===== src/rtl/store_rmw_if.sv =====
// Bundles the store request side and the word-wide data memory port of store_rmw_unit.
interface store_rmw_if #(
    parameter int ADDR_W = 32
);
    logic              req_valid;
    logic              req_ready;
    logic [ADDR_W-1:0] req_addr;
    logic [31:0]       req_data;
    logic [1:0]        req_size;
    logic              done;
    logic              misaligned;
    logic [ADDR_W-1:0] mem_addr;
    logic              mem_rd;
    logic [31:0]       mem_rdata;
    logic              mem_rvalid;
    logic              mem_wr;
    logic [31:0]       mem_wdata;
    logic              mem_wack;

    // The store unit itself.
    modport slave (
        input  req_valid, req_addr, req_data, req_size, mem_rdata, mem_rvalid, mem_wack,
        output req_ready, done, misaligned, mem_addr, mem_rd, mem_wr, mem_wdata
    );

    // Datapath plus memory model driving the unit.
    modport master (
        output req_valid, req_addr, req_data, req_size, mem_rdata, mem_rvalid, mem_wack,
        input  req_ready, done, misaligned, mem_addr, mem_rd, mem_wr, mem_wdata
    );
endinterface


===== src/rtl/store_rmw_unit.sv =====
// Byte/half/word store engine for a memory without byte enables: sub-word stores
// become read-merge-write of the containing word; misaligned requests are rejected.
module store_rmw_unit #(
    parameter int ADDR_W = 32
) (
    input  logic         clk,
    input  logic         rst_n,
    store_rmw_if.slave   bus
);
    typedef enum logic [1:0] {
        IDLE  = 2'd0,
        READ  = 2'd1,
        WRITE = 2'd2,
        DONE  = 2'd3
    } state_t;

    localparam logic [1:0] SZ_BYTE = 2'b00;
    localparam logic [1:0] SZ_HALF = 2'b01;
    localparam logic [1:0] SZ_WORD = 2'b10;

    state_t            r_state;
    state_t            w_next;
    logic [ADDR_W-1:0] r_mem_addr;
    logic [1:0]        r_off;
    logic [1:0]        r_size;
    logic [15:0]       r_data;
    logic [31:0]       r_wdata;
    logic              r_mis;
    logic              w_accept;
    logic              w_bad;

    // Little-endian lane merge of the narrow store data into the word just read.
    function automatic logic [31:0] merge_word(input logic [31:0] rd, input logic [15:0] d,
                                               input logic [1:0] off, input logic [1:0] sz);
        logic [31:0] w;
        w = rd;
        if (sz == SZ_BYTE) begin
            case (off)
                2'd0:    w[7:0]   = d[7:0];
                2'd1:    w[15:8]  = d[7:0];
                2'd2:    w[23:16] = d[7:0];
                default: w[31:24] = d[7:0];
            endcase
        end else if (off[1]) begin
            w[31:16] = d;
        end else begin
            w[15:0] = d;
        end
        return w;
    endfunction

    assign w_accept = (r_state == IDLE) && bus.req_valid;
    assign w_bad    = (bus.req_size == 2'b11)
                   || ((bus.req_size == SZ_HALF) && bus.req_addr[0])
                   || ((bus.req_size == SZ_WORD) && (bus.req_addr[1:0] != 2'b00));

    always_ff @(posedge clk or negedge rst_n) begin
        if (!rst_n) r_state <= IDLE;
        else        r_state <= w_next;
    end

    always_comb begin
        w_next = r_state;
        case (r_state)
            IDLE: begin
                if (bus.req_valid) begin
                    if (w_bad)                        w_next = DONE;
                    else if (bus.req_size == SZ_WORD) w_next = WRITE;
                    else                              w_next = READ;
                end
            end
            READ:    if (bus.mem_rvalid) w_next = WRITE;
            WRITE:   if (bus.mem_wack)   w_next = DONE;
            default: w_next = IDLE;
        endcase
    end

    // Request capture and write-word assembly; data held stable while busy.
    always_ff @(posedge clk or negedge rst_n) begin
        if (!rst_n) begin
            r_mem_addr <= '0;
            r_off      <= '0;
            r_size     <= '0;
            r_data     <= '0;
            r_wdata    <= '0;
            r_mis      <= 1'b0;
        end else if (w_accept) begin
            r_mem_addr <= {bus.req_addr[ADDR_W-1:2], 2'b00};
            r_off      <= bus.req_addr[1:0];
            r_size     <= bus.req_size;
            r_data     <= bus.req_data[15:0];
            r_mis      <= w_bad;
            if (bus.req_size == SZ_WORD) r_wdata <= bus.req_data;
        end else if ((r_state == READ) && bus.mem_rvalid) begin
            r_wdata <= merge_word(bus.mem_rdata, r_data, r_off, r_size);
        end
    end

    assign bus.req_ready  = (r_state == IDLE);
    assign bus.mem_rd     = (r_state == READ);
    assign bus.mem_wr     = (r_state == WRITE);
    assign bus.done       = (r_state == DONE);
    assign bus.misaligned = (r_state == DONE) && r_mis;
    assign bus.mem_addr   = r_mem_addr;
    assign bus.mem_wdata  = r_wdata;
endmodule


===== src/flat_wrapper.sv =====
// flat-port wrapper written by rule: the top's interface ports become plain ports
module store_rmw_unit_flat 
#(
    parameter int ADDR_W = 32
)
  (clk, rst_n, bus_req_valid, bus_req_addr, bus_req_data, bus_req_size, bus_mem_rdata, bus_mem_rvalid, bus_mem_wack, bus_req_ready, bus_done, bus_misaligned, bus_mem_addr, bus_mem_rd, bus_mem_wr, bus_mem_wdata);
  store_rmw_if #(.ADDR_W(ADDR_W)) bus_i ();
  input  logic clk;
  input  logic rst_n;
  input wire logic [$bits(bus_i.req_valid)-1:0] bus_req_valid;
  input wire logic [$bits(bus_i.req_addr)-1:0] bus_req_addr;
  input wire logic [$bits(bus_i.req_data)-1:0] bus_req_data;
  input wire logic [$bits(bus_i.req_size)-1:0] bus_req_size;
  input wire logic [$bits(bus_i.mem_rdata)-1:0] bus_mem_rdata;
  input wire logic [$bits(bus_i.mem_rvalid)-1:0] bus_mem_rvalid;
  input wire logic [$bits(bus_i.mem_wack)-1:0] bus_mem_wack;
  output wire logic [$bits(bus_i.req_ready)-1:0] bus_req_ready;
  output wire logic [$bits(bus_i.done)-1:0] bus_done;
  output wire logic [$bits(bus_i.misaligned)-1:0] bus_misaligned;
  output wire logic [$bits(bus_i.mem_addr)-1:0] bus_mem_addr;
  output wire logic [$bits(bus_i.mem_rd)-1:0] bus_mem_rd;
  output wire logic [$bits(bus_i.mem_wr)-1:0] bus_mem_wr;
  output wire logic [$bits(bus_i.mem_wdata)-1:0] bus_mem_wdata;
  assign bus_i.req_valid = bus_req_valid;
  assign bus_i.req_addr = bus_req_addr;
  assign bus_i.req_data = bus_req_data;
  assign bus_i.req_size = bus_req_size;
  assign bus_i.mem_rdata = bus_mem_rdata;
  assign bus_i.mem_rvalid = bus_mem_rvalid;
  assign bus_i.mem_wack = bus_mem_wack;
  assign bus_req_ready = bus_i.req_ready;
  assign bus_done = bus_i.done;
  assign bus_misaligned = bus_i.misaligned;
  assign bus_mem_addr = bus_i.mem_addr;
  assign bus_mem_rd = bus_i.mem_rd;
  assign bus_mem_wr = bus_i.mem_wr;
  assign bus_mem_wdata = bus_i.mem_wdata;
  store_rmw_unit #(.ADDR_W(ADDR_W)) u_core (.clk(clk), .rst_n(rst_n), .bus(bus_i));
endmodule

===== config.mk =====
export PLATFORM = sky130hd
export DESIGN_NAME = store_rmw_unit_flat
export DESIGN_NICKNAME = d
export VERILOG_FILES = /design/src/rtl/store_rmw_if.sv /design/src/rtl/store_rmw_unit.sv /design/src/flat_wrapper.sv
export SDC_FILE = /design/constraint.sdc
export NUM_CORES = 1
export LEC_CHECK = 0
export ABC_AREA = 1
export BUFFER_PORTS_ARGS = -buffer_cell sky130_fd_sc_hd__buf_2
export CORE_MARGIN = 2
export CORE_UTILIZATION = 55
export DETAILED_ROUTE_END_ITERATION = 10
export HOLD_SLACK_MARGIN = 0.02
export PLACE_DENSITY = 0.94
export REMOVE_ABC_BUFFERS = 1
export SLEW_MARGIN = 20
export SYNTH_ARGS = -nofsm -noshare
export SYNTH_HDL_FRONTEND = slang
export SYNTH_SLANG_ARGS = --single-unit

===== constraint.sdc =====
create_clock -name clk -period 2.4 [get_ports clk]
set_input_delay 0.48 -clock clk [delete_from_list [all_inputs] [get_ports clk]]
set_output_delay 0.48 -clock clk [all_outputs]
set_load 0.02 [all_outputs]

# Yosys cells after proc, flatten, opt, wreduce, memory -nomap -nowiden
# Cells that the tools add are included.
# op_classes
n_eq_ne,12
magnitude_cmp,0
shifts,0
bitwise,0
n_div,0
multipliers,0
reduce_logical,15
muxes,16
n_addsub,0
# op_table
cell,n
2-to-1 mux 32 bit,4
2-to-1 mux 16 bit,2
2-to-1 mux 8 bit,4
"equality test 2 bit, second input constant",5
2-to-1 mux 2 bit,5
"!= test 2 bit, second input constant",4
"equality test 2 x 1 -> 1 bit, second input constant",3
zero test 2 bit,3
case mux 2 bit (3 select lines),1
logical AND 1 bit,5
nonzero test 2 bit,2
AND reduction 3 bit,1
OR reduction 3 bit,1
logical OR 1 bit,2
AND reduction 2 bit,1
# totals
regBits,85
latchBits,0
mem_count,0
input_bits,103
romBits,0
elab_cells,50
ramBits,0
output_inout_bits,69

# Longest topological paths before layout
# Gate-level depths: netlist (run 1).
# logic_depth
depth_word,7
mapped_depth,11
depth_no_buf,10

# Least setup slack after synthesis (run 1)
# Ideal clock, no wire load.
# synth_timing
path_kind,register to register
start,register u_core.r_state[1]
end,"register u_core.r_wdata[24], in the netlist u_core.bus.mem_wdata[24]"
path_slack_ns,0.741
setup_time_ns,0.116
stages_incl_launch_ff,11
arrival_time_ns,1.542
n_path_buf,1
cell_sequence,dfrtp_1 inv_1 ha_1 nand2_4 inv_4 nand2_4 nand2_8 inv_4 buf_2 nand2_1 nand2_1
# synth_via
elab_chain_len,4
# synth_rtl
element,line_no,rtl
from (decl),store_rmw_unit.sv:21,state_t r_state;
from (signal assigned),store_rmw_unit.sv:59,else r_state <= w_next;
zero test 2 bit *,--,
via bus_req_ready,flat_wrapper.sv:17,output wire logic [$bits(bus_i.req_ready)-1:0] bus_req_ready;
logical AND 1 bit *,store_rmw_unit.sv:52,assign w_accept = (r_state == IDLE) && bus.req_valid;
!= test 2 bit (no line) / nonzero test 2 bit (equally long branches),--,
AND reduction 2 bit (no line),--,
to (signal assigned),store_rmw_unit.sv:93,if (bus.req_size == SZ_WORD) r_wdata <= bus.req_data;
to (signal assigned),store_rmw_unit.sv:95,"r_wdata <= merge_word(bus.mem_rdata, r_data, r_off, r_size);"
to (decl),store_rmw_unit.sv:27,logic [31:0] r_wdata;
# Mark *: on every way through the listed nets, which the timed path passes. The rest lies on a longest branch.
# A chain may end at the register's enable or synchronous reset.

# Worst setup path in the final report (run 1)
# layout_timing
start,register u_core.r_state[0]
end,"register u_core.r_wdata[27], in the netlist u_core.bus.mem_wdata[27]"
# layout_via
elab_chain_len,4
# layout_rtl
element,line_no
zero test 2 bit / equality test 2 x 1 -> 1 bit (equally long branches),"store_rmw_unit.sv:52, store_rmw_unit.sv:94"
"logical AND 1 bit, on equally long branches","store_rmw_unit.sv:52, store_rmw_unit.sv:94"
!= test 2 bit (no line) / nonzero test 2 bit (equally long branches),--
AND reduction 2 bit (no line),--
# Parallel ways exist; a longest one is shown, timed or not.

==> metrics, run 1 <==
status=completed; share of cells above drive strength 1=between 20% and 30%; Final min period=about 1.9 ns; sequential-to-total area share from yosys stat=between 40% and 50%; Vias=roughly 5000; Sw Ratio=between 40% and 50%; critical path's slowest cell=dfrtp_1; Gate power share=between 50% and 60%; Hold Crit Class=input pin to asynchronous set/reset pin; area grow syn2layout=22.1%; Crit. End Element=register; Reg clk slew, reported paths=0.10 ns; EDFF count, synth=0; Clk Latency, worst-skew pair=around 0.37 ns; Clock Skews=0.0143 ns; GRT Total Usage=between 20% and 30%; DRT Wirelength=approximately 13000 um; wire per inst=between 10 and 15 um; largest net degree at the start of global routing=76; most instantiated cells after synthesis=nand2_1 (265), nand3_1 (95), dfrtp_1 (85); die extent in y=between 90 and 100 um; row count=34; ranking of synthesized cells by area=dfrtp_1 (43%), nand2_1 (20%), nand3_1 (9.7%), nor2_1 (4.6%), inv_1 (4.5%); r2r startpoint=u_core.r_state[0]$_DFFE_PN0P_; total of warnings raised by yosys=0; Mapped Cells=700; design area=between 5000 and 6000 um2; Distinct cells, synth=26; Layout fillers=between 700 and 800; clk sink count=85; vias per cell=approximately 5.2; internal cell power=around 4.3 mW; max frequency=0.519 GHz; top-count cell post-synth=nand2_1; top-area cell type share of the netlist area=between 40% and 50%; Yosys top cell by area=dfrtp_1; hold_ws=roughly 0.036 ns; CP arrival=2.20 ns; nets=957; cts bufs inserted=9; RSZ-0062 raised after global routing=false; Layout Cells excl Fill=963; Final Hold Viols=0; Pre-antenna DRT Iters=6; Max VDD drop=0.000858 V; Post-CTS Hold Buffers=0; critical path's largest stage delay=between 0.4 and 0.5 ns; ys flop type=dfrtp_1; Horiz. Die Dim=around 98 um; area of the core=between 8000 and 9000 um2; max-slew violations=0; CP max FO=32; CTS tree=done; Post-Place Cell Area=~5800 um2; HPWL after detailed placement=approximately 9200 um; clk buf depth=2; async set-reset flop share out of synthesis=100%; Final Wtd Congestion=0.902; initial DRC count=~360; placed cells=about 950; post-route ant nets=0; initial core utilization=56.4%; total grt overflow=0; Max Cap Viol=0; I/O pin count=around 170; initial antenna violation count=1; CP Buf/Inv Count=3; post-CTS setup buffer count=0; Critical Path Start=u_core.r_state[0]$_DFFE_PN0P_; crit-path cells=inv_1, ha_1, nand2_4, inv_4, nand2_4, nand2_8, inv_4, nor2_1, nand2_1, nand2_1; total power=roughly 8.3 mW; Top delay family on crit path=simple AND/OR/NAND/NOR gates; Setup Crit Path Kind=register to register; Residual DRC=0; number of global-route vias before repair=4745; actual slew at the worst max-slew pin=1.03 ns; average size of a mapped cell=~7.0 um2; P_leak=3.45 nW; # H-tree levels=3; WP data required=between 2 and 3 ns; Die Footprint=~9700 um2; global-route wire length before repair=approximately 22000 um; #FFs+latches synth=85; relative slew slack=between 30% and 40%; final setup TNS=0 ns; net switching power=approximately 4.0 mW; input/output buffers=roughly 170; root buffer cell=clkbuf_8; Synth Cell Area=just under 5000 um2; final setup vio count=0; PwrDens=~1400 nW/um2; # diodes=0; clock power share=between 10% and 20%; final worst path period share=80.3%; Flop pwr share=between 30% and 40%; cts repair resizes=0; Worst Setup Start Kind=register
[registers in the layout, indices dropped and copies added (netlist names)]
signal	flops
u_core.bus.mem_wdata	32
u_core.r_size	2
u_core.r_data	16
u_core.bus.mem_addr	30
u_core.r_off	2
u_core.r_state	2
u_core.r_mis	1
[worst register-to-register path, stage by stage, from the launching register on]
cell and delay, ns:
dfrtp_1 0.41, inv_1 0.08, ha_1 0.26, nand2_4 0.13, inv_4 0.05, nand2_4 0.21
nand2_8 0.16, inv_4 0.31, nor2_1 0.09, nand2_1 0.08, nand2_1 0.05
[cell type report]
type                       instances  area (um2)  area share (%)
clock buffer                      11         141            2.37
timing repair buffer             177         933            15.6
tap                              108         135            2.26
clock inverter                     5        82.6            1.38
multi-input combinational        515        2320            38.8
inverter                          62         238            3.98
sequential                        85        2130            35.6
[power by group through the flow]
stage | combinational (mW) | clock (mW) | sequential [mW]
6_report | 4.49 | 1.15 | 2.64
3_5_place_dp | 4.48 | 0 | 2.63
3_3_place_gp | 4.36 | 0 | 2.64
4_1_cts | 4.49 | 1.16 | 2.63
5_1_grt | 5.04 | 1.23 | 2.73
2_1_floorplan | 2.44 | 0 | 3.20
[logic make-up after synthesis]
logic type	count (synthesis)	synth area share, %
other	1	0.0766
AO/OA/AOI/OAI	68	8.16
AND/OR/NAND/NOR	441	38.0
adder cells (fa/ha/maj)	4	1.02
flip-flops	85	43.5
buffers and inverters	101	9.23
[final timing paths]
check | slack [ns] | cells after the start | end
worst max-delay path | 0.47 | 10 | u_core.bus.mem_wdata[27]$_DFFE_PN0P_
min in group clk | 0.30 | 3 | u_core.bus.mem_addr[9]$_DFFE_PN0P_
worst min-delay path | 0.04 | 1 | u_core.bus.mem_addr[15]$_DFFE_PN0P_
worst max register to register | 0.47 | 10 | u_core.bus.mem_wdata[27]$_DFFE_PN0P_
max in group asynchronous | 1.74 | 2 | u_core.r_data[3]$_DFFE_PN0P_
worst min register to register | 0.48 | 2 | u_core.bus.mem_wdata[20]$_DFFE_PN0P_
[routing by layer]
layer	vias up	wire length (um)	part of all wire, %	track usage, %
met5	-	13	0.099	0
met4	2	241	1.8	7.48
met3	29	1150	8.8	7.44
met2	249	6370	49	46.7
met1	2249	5350	41	36.1
li1	2489	-	-	-
[through the flow]
step | util, % | setup WS, ns
2_1_floorplan | - | -0.171
3_3_place_gp | 66.3 | 0.583
3_5_place_dp | 66.3 | 0.482
4_1_cts | 68.9 | 0.463
5_1_grt | 68.9 | 0.259
6_report | 68.9 | 0.473
[layout by cell type (no fill, tap or decap), types with 2 or more instances in the layout]
master / synthesis / routed
nand2_1: 265 / 265
buf_2: 21 / 168
nand3_1: 95 / 95
dfrtp_1: 85 / 85
nor2_1: 60 / 60
inv_1: 59 / 59
a21oi_1: 33 / 33
o21bai_1: 15 / 15
nor2_2: 13 / 13
o21ai_0: 11 / 11
clkbuf_8: 0 / 10
o211ai_1: 8 / 8
buf_4: 5 / 7
ha_1: 4 / 4
nand2_4: 2 / 2
inv_4: 2 / 2
nand2_2: 2 / 2
conb_1: 1 / 2
bufinv_16: 0 / 2
buf_12: 0 / 2
Note: power is estimated with default switching activity, not from simulation.
==> run 2: changes to the inputs <==
--- a/config.mk
+++ b/config.mk
@@ -8,10 +8,10 @@
 export ABC_AREA = 1
 export BUFFER_PORTS_ARGS = -buffer_cell sky130_fd_sc_hd__buf_2
 export CORE_MARGIN = 2
-export CORE_UTILIZATION = 55
+export CORE_UTILIZATION = 51
 export DETAILED_ROUTE_END_ITERATION = 10
 export HOLD_SLACK_MARGIN = 0.02
-export PLACE_DENSITY = 0.94
+export PLACE_DENSITY = 0.88
 export REMOVE_ABC_BUFFERS = 1
 export SLEW_MARGIN = 20
 export SYNTH_ARGS = -nofsm -noshare
==> constraint.sdc (replaced) <==
create_clock -name clk -period 1.8 [get_ports clk]
set_input_delay 0.36 -clock clk [delete_from_list [all_inputs] [get_ports clk]]
set_output_delay 0.36 -clock clk [all_outputs]
set_load 0.02 [all_outputs]
==> run 2 against run 1 <==
Register-to-register slack got worse by 0.28 ns. Design area up 1.6%. First-iteration DRC count is 16% lower. Clock power increased by 9.6%. Sequential cell count stayed put. Combinational power up 37%. Largest power group unchanged. Highest routed layer is now met4.
==> metrics, run 2 (synthesis results as in run 1) <==
status=completed; initial core utilization=52.7%; largest net degree at the start of global routing=66; Clock Skews=roughly 0.013 ns; Flop pwr share=31.9%; Die Footprint=between 10000 and 15000 um2; Final Wtd Congestion=0.869; die extent in y=between 100 and 150 um; relative slew slack=~66%; total grt overflow=0; Max Cap Viol=0; initial DRC count=300; Max VDD drop=0.000980 V; final setup TNS=0 ns; Worst Setup Start Kind=register; r2r setup slk=around 0.19 ns; DRT Wirelength=13000 um; root buffer cell=clkbuf_8; Final min period=1.71 ns; clock power share=between 10% and 20%; CP arrival=between 1 and 1.5 ns; Hold Crit Class=input pin to register; Residual DRC=0; placed cells=about 1000; internal cell power=roughly 5.5 mW; actual slew at the worst max-slew pin=between 0.5 and 0.6 ns; Gate power share=56.5%; Final Hold Viols=0; CP max FO=4; Crit. End Element=primary output; Reg clk slew, reported paths=0.09 ns; CTS tree=done; final worst path period share=approximately 95%; net switching power=5.36 mW; cts bufs inserted=9; row count=35; P_leak=approximately 3.5 nW; Pre-antenna DRT Iters=5; HPWL after detailed placement=about 9500 um; post-route ant nets=0; GRT Total Usage=roughly 25%; Layout fillers=between 800 and 900; wire per inst=about 13 um; most frequent cells in the layout=nand2_1 (265), buf_2 (168), nand3_1 (95); hold_ws=about 0.19 ns; area of the core=9280 um2; nets=969; I/O pin count=approximately 170; initial antenna violation count=1; RSZ-0062 raised after global routing=false; PwrDens=roughly 1800 nW/um2; # H-tree levels=3; max frequency=between 0.5 and 0.6 GHz; WP data required=1.44 ns; final setup vio count=0; input/output buffers=about 170; vias per cell=5.08; area grow syn2layout=24.1%; Vias=5067; Setup Crit Path Kind=register to primary output; clk sink count=85; max FFs per register=32; global-route wire length before repair=between 20000 and 25000 um; Clk Latency, worst-skew pair=between 0.3 and 0.4 ns; number of global-route vias before repair=between 4000 and 5000; share of cells above drive strength 1=a little over a quarter; Horiz. Die Dim=102 um; Sw Ratio=about half; most common cell after layout, fill and taps aside=nand2_1; clk buf depth=2; max-slew violations=0; Layout Cells excl Fill=between 900 and 1000
## run 2: final cells by class
cell class / count / area [um2] / area share (%)
Timing Repair Buffer: 189 / 1030 / 17.0
Multi-Input combinational cell: 515 / 2320 / 38.2
Clock inverter: 6 / 45.0 / 0.742
Tap cell: 129 / 161 / 2.66
Antenna cell: 1 / 2.50 / 0.0412
Clock buffer: 10 / 138 / 2.27
Inverter: 62 / 248 / 4.08
Sequential cell: 85 / 2130 / 35.0
## run 2: stage by stage
stage | util, % | setup WS (ns) | total power [mW] | instance area [um2]
6_report | 65.4 | 0.0940 | 10.9 | 6070
5_1_grt | 65.4 | 0.0215 | 11.8 | 6070
4_1_cts | 65.2 | 0.0164 | 10.9 | 6050
3_5_place_dp | 63.1 | 0.0285 | 9.59 | 5860
3_3_place_gp | 63.1 | 0.126 | 9.44 | 5860
2_1_floorplan | - | -0.771 | 7.51 | 4680
## run 2: power by group through the flow
stage / Combinational (mW) / Clock (mW) / Sequential (mW)
2_1_floorplan: 3.25 / 0 / 4.26
3_3_place_gp: 5.97 / 0 / 3.47
3_5_place_dp: 6.12 / 0 / 3.46
4_1_cts: 6.13 / 1.29 / 3.46
5_1_grt: 6.88 / 1.37 / 3.58
6_report: 6.15 / 1.26 / 3.47
## run 2: final timing paths
kind                                                     start                              endpoint  depth (start not counted)
max reg2reg                      u_core.r_state[1]$_DFFE_PN0P_  u_core.bus.mem_wdata[28]$_DFFE_PN0P_                         10
max in group asynchronous                                rst_n          u_core.r_data[3]$_DFFE_PN0P_                          3
min                                           bus_req_addr[23]   u_core.bus.mem_addr[23]$_DFFE_PN0P_                          3
max                              u_core.r_state[1]$_DFFE_PN0P_                            bus_mem_rd                          3
min reg2reg                u_core.bus.mem_addr[23]$_DFFE_PN0P_   u_core.bus.mem_addr[23]$_DFFE_PN0P_                          2
min in group asynchronous                                rst_n  u_core.bus.mem_wdata[24]$_DFFE_PN0P_                          2
## run 2: critical path: stages, from the launching register on
cell,delay (ns)
dfrtp_1,0.42
inv_1,0.12
ha_1,0.25
buf_2,0.20
## run 2: what timing repair did
item	in CTS	in global routing
endpoints found under the hold margin	28	0
hold buffers	1	0
gates resized for setup	0	6
buffers inserted	0	0
endpoints found under the setup margin	0	22
## run 2: metal layers
metal / wire length, um / global-route usage, %
met4: 184 / 7.08
met3: 1060 / 4.99
met1: 5380 / 32.8
met5: 0 / 0
met2: 6360 / 43.7
==> run 3: changes to the inputs <==
--- a/config.mk
+++ b/config.mk
@@ -8,10 +8,10 @@
 export ABC_AREA = 1
 export BUFFER_PORTS_ARGS = -buffer_cell sky130_fd_sc_hd__buf_2
 export CORE_MARGIN = 2
-export CORE_UTILIZATION = 51
+export CORE_UTILIZATION = 46
 export DETAILED_ROUTE_END_ITERATION = 10
 export HOLD_SLACK_MARGIN = 0.02
-export PLACE_DENSITY = 0.88
+export PLACE_DENSITY = 0.85
 export REMOVE_ABC_BUFFERS = 1
 export SLEW_MARGIN = 20
 export SYNTH_ARGS = -nofsm -noshare
==> constraint.sdc (replaced) <==
create_clock -name clk -period 1.5 [get_ports clk]
set_input_delay 0.3 -clock clk [delete_from_list [all_inputs] [get_ports clk]]
set_output_delay 0.3 -clock clk [all_outputs]
set_load 0.02 [all_outputs]
==> run 3 against run 2 <==
The flow now finishes with violations (setup timing). Combinational power up 41%. Sequential share of layout area down 3.5 points. Worst setup slack worse by 0.16 ns. Design area up 11%. Cell count up 2.3%. Largest cell class unchanged. Largest power group unchanged.
==> metrics, run 3 (synthesis results as in run 1) <==
most frequent cells in the layout=nand2_1 (261), buf_2 (163), nand3_1 (95); CP Buf/Inv Count=2; Setup Crit Path Kind=register to primary output; clk buf depth=2; DRT Wirelength=approximately 15000 um; most common cell after layout, fill and taps aside=nand2_1; Max VDD drop=about 0.0011 V; Clock Skews=~0.0098 ns; initial DRC count=about 330; wire per inst=14.2 um; Setup WS post-layout=-0.0676 ns; Crit. End Element=primary output; vias per cell=approximately 5; final worst path period share=105%; Post-Place Cell Area=6020 um2; Die Footprint=around 11000 um2; CP max FO=3; Top delay family on crit path=flip-flops; placed cells=around 990; area grow syn2layout=37.9%; total grt overflow=0; CTS tree=done; HPWL after detailed placement=a little over 10000 um; Worst Setup Start Kind=register; critical path's largest stage delay=0.41 ns; Residual DRC=0; WP data required=between 1 and 1.5 ns; I/O pin count=172; Final min period=between 1.5 and 2 ns; final setup vio count=20; Util after Layout=between 60 and 70%; share of cells above drive strength 1=around 33%; RSZ-0062 raised after global routing=true; Pre-antenna DRT Iters=5; largest net degree at the start of global routing=60; area of the core=approximately 10000 um2; # diodes=0; PwrDens=2250 nW/um2; Final Wtd Congestion=0.888; max-slew violations=0; critical path's slowest cell=dfrtp_1; CP arrival=1.27 ns; Max Cap Viol=0; root buffer cell=clkbuf_8; Layout Cells excl Fill=~1000; die extent in y=107 um; design area=just under 7000 um2; GRT Total Usage=between 20% and 30%; input/output buffers=approximately 170; number of global-route vias before repair=~5000; Hold Crit Class=input pin to register; crit-path cells=buf_6, ha_2, buf_4; initial core utilization=between 40% and 50%; Vias=a little over 5000; max frequency=about 0.64 GHz; post-route ant nets=0; max FFs per register=32; initial antenna violation count=2; failing checks=setup timing; # H-tree levels=3; nets=986; Clk Latency, worst-skew pair=approximately 0.35 ns; clk sink count=between 80 and 90; Final Hold Viols=0; total power=roughly 15 mW; row count=37; status=complete, but fails checks; Reg clk slew, reported paths=roughly 0.090 ns; cts bufs inserted=9; P_leak=about 3.7 nW; global-route wire length before repair=23000 um; Horiz. Die Dim=107 um
## run 3: changes by cell type in the layout (fill, tap and decap cells not counted), moves of 6 or more
cell     before  now
a21oi_2       0   13
a21oi_1      33   20
nor2_1       60   36
nor2_2       13   32
buf_12        2    8
buf_6         1   12
## run 3: worst paths after layout
path                                                           from                              endpoint  slack [ns]  depth (start not counted)
min in group asynchronous                                     rst_n  u_core.bus.mem_wdata[16]$_DFFE_PN0P_        0.41                          2
worst min register to register  u_core.bus.mem_addr[24]$_DFFE_PN0P_   u_core.bus.mem_addr[24]$_DFFE_PN0P_        0.48                          2
max in group asynchronous                                     rst_n   u_core.bus.mem_addr[26]$_DFFE_PN0P_        0.56                          3
worst max register to register        u_core.r_state[1]$_DFFE_PN0P_   u_core.bus.mem_wdata[5]$_DFFE_PN0P_       -0.04                         10
worst min-delay path                               bus_req_addr[13]   u_core.bus.mem_addr[13]$_DFFE_PN0P_        0.13                          3
worst max-delay path                  u_core.r_state[0]$_DFFE_PN0P_                            bus_mem_rd       -0.07                          3
## run 3: cell type report
cell class                      instances  area (um2)
Clock inverter                          7         170
Sequential cell                        85        2130
Clock buffer                            9         124
Timing Repair Buffer                  206        1390
Multi-Input combinational cell        515        2520
Tap cell                              136         170
Inverter                               62         248
Fill cell                             892        3570
## run 3: per-stage QoR
step                      hold WS, ns  TNS, ns  worst slack (ns)
after floorplan               0.00441   -55.56             -1.07
after global placement          0.250        0           0.00665
after detailed placement        0.252   -0.824           -0.0515
after CTS                       0.119   -0.252           -0.0899
after global routing            0.127    -2.36            -0.127
final                           0.135   -0.362           -0.0676
## run 3: report_power, final
part | internal, mW | total [mW] | switching [mW] | leakage (nW)
clock network | 1.46 | 2.33 | 0.877 | 0.146
registers | 3.40 | 4.20 | 0.799 | 1.03
logic | 3.38 | 8.66 | 5.29 | 2.52
## run 3: per-layer routing
layer,track usage (%),routed length (um)
met1,33.6,6100
met2,41.0,7110
met3,5.17,1090
met4,7.61,201
met5,0,13
## run 3: repair_timing
action                     4_1_cts  5_1_grt
pin swaps                        1        4
setup endpoints to repair       38       40
hold buffers                     1        0
buffers inserted                 2        4
hold endpoints to repair        25        0
gates cloned                     0        3
gates resized for setup         21       66
## run 3: worst reg2reg max path, delay by kind of cell, from the launching register on
kind                       cells  cell delay [ns]
adders and majority gates      1             0.19
and+or+nand+nor                4             0.32
buffers and inverters          4             0.44
DFF                            1             0.41
AOI/OAI and AO/OA              1             0.11
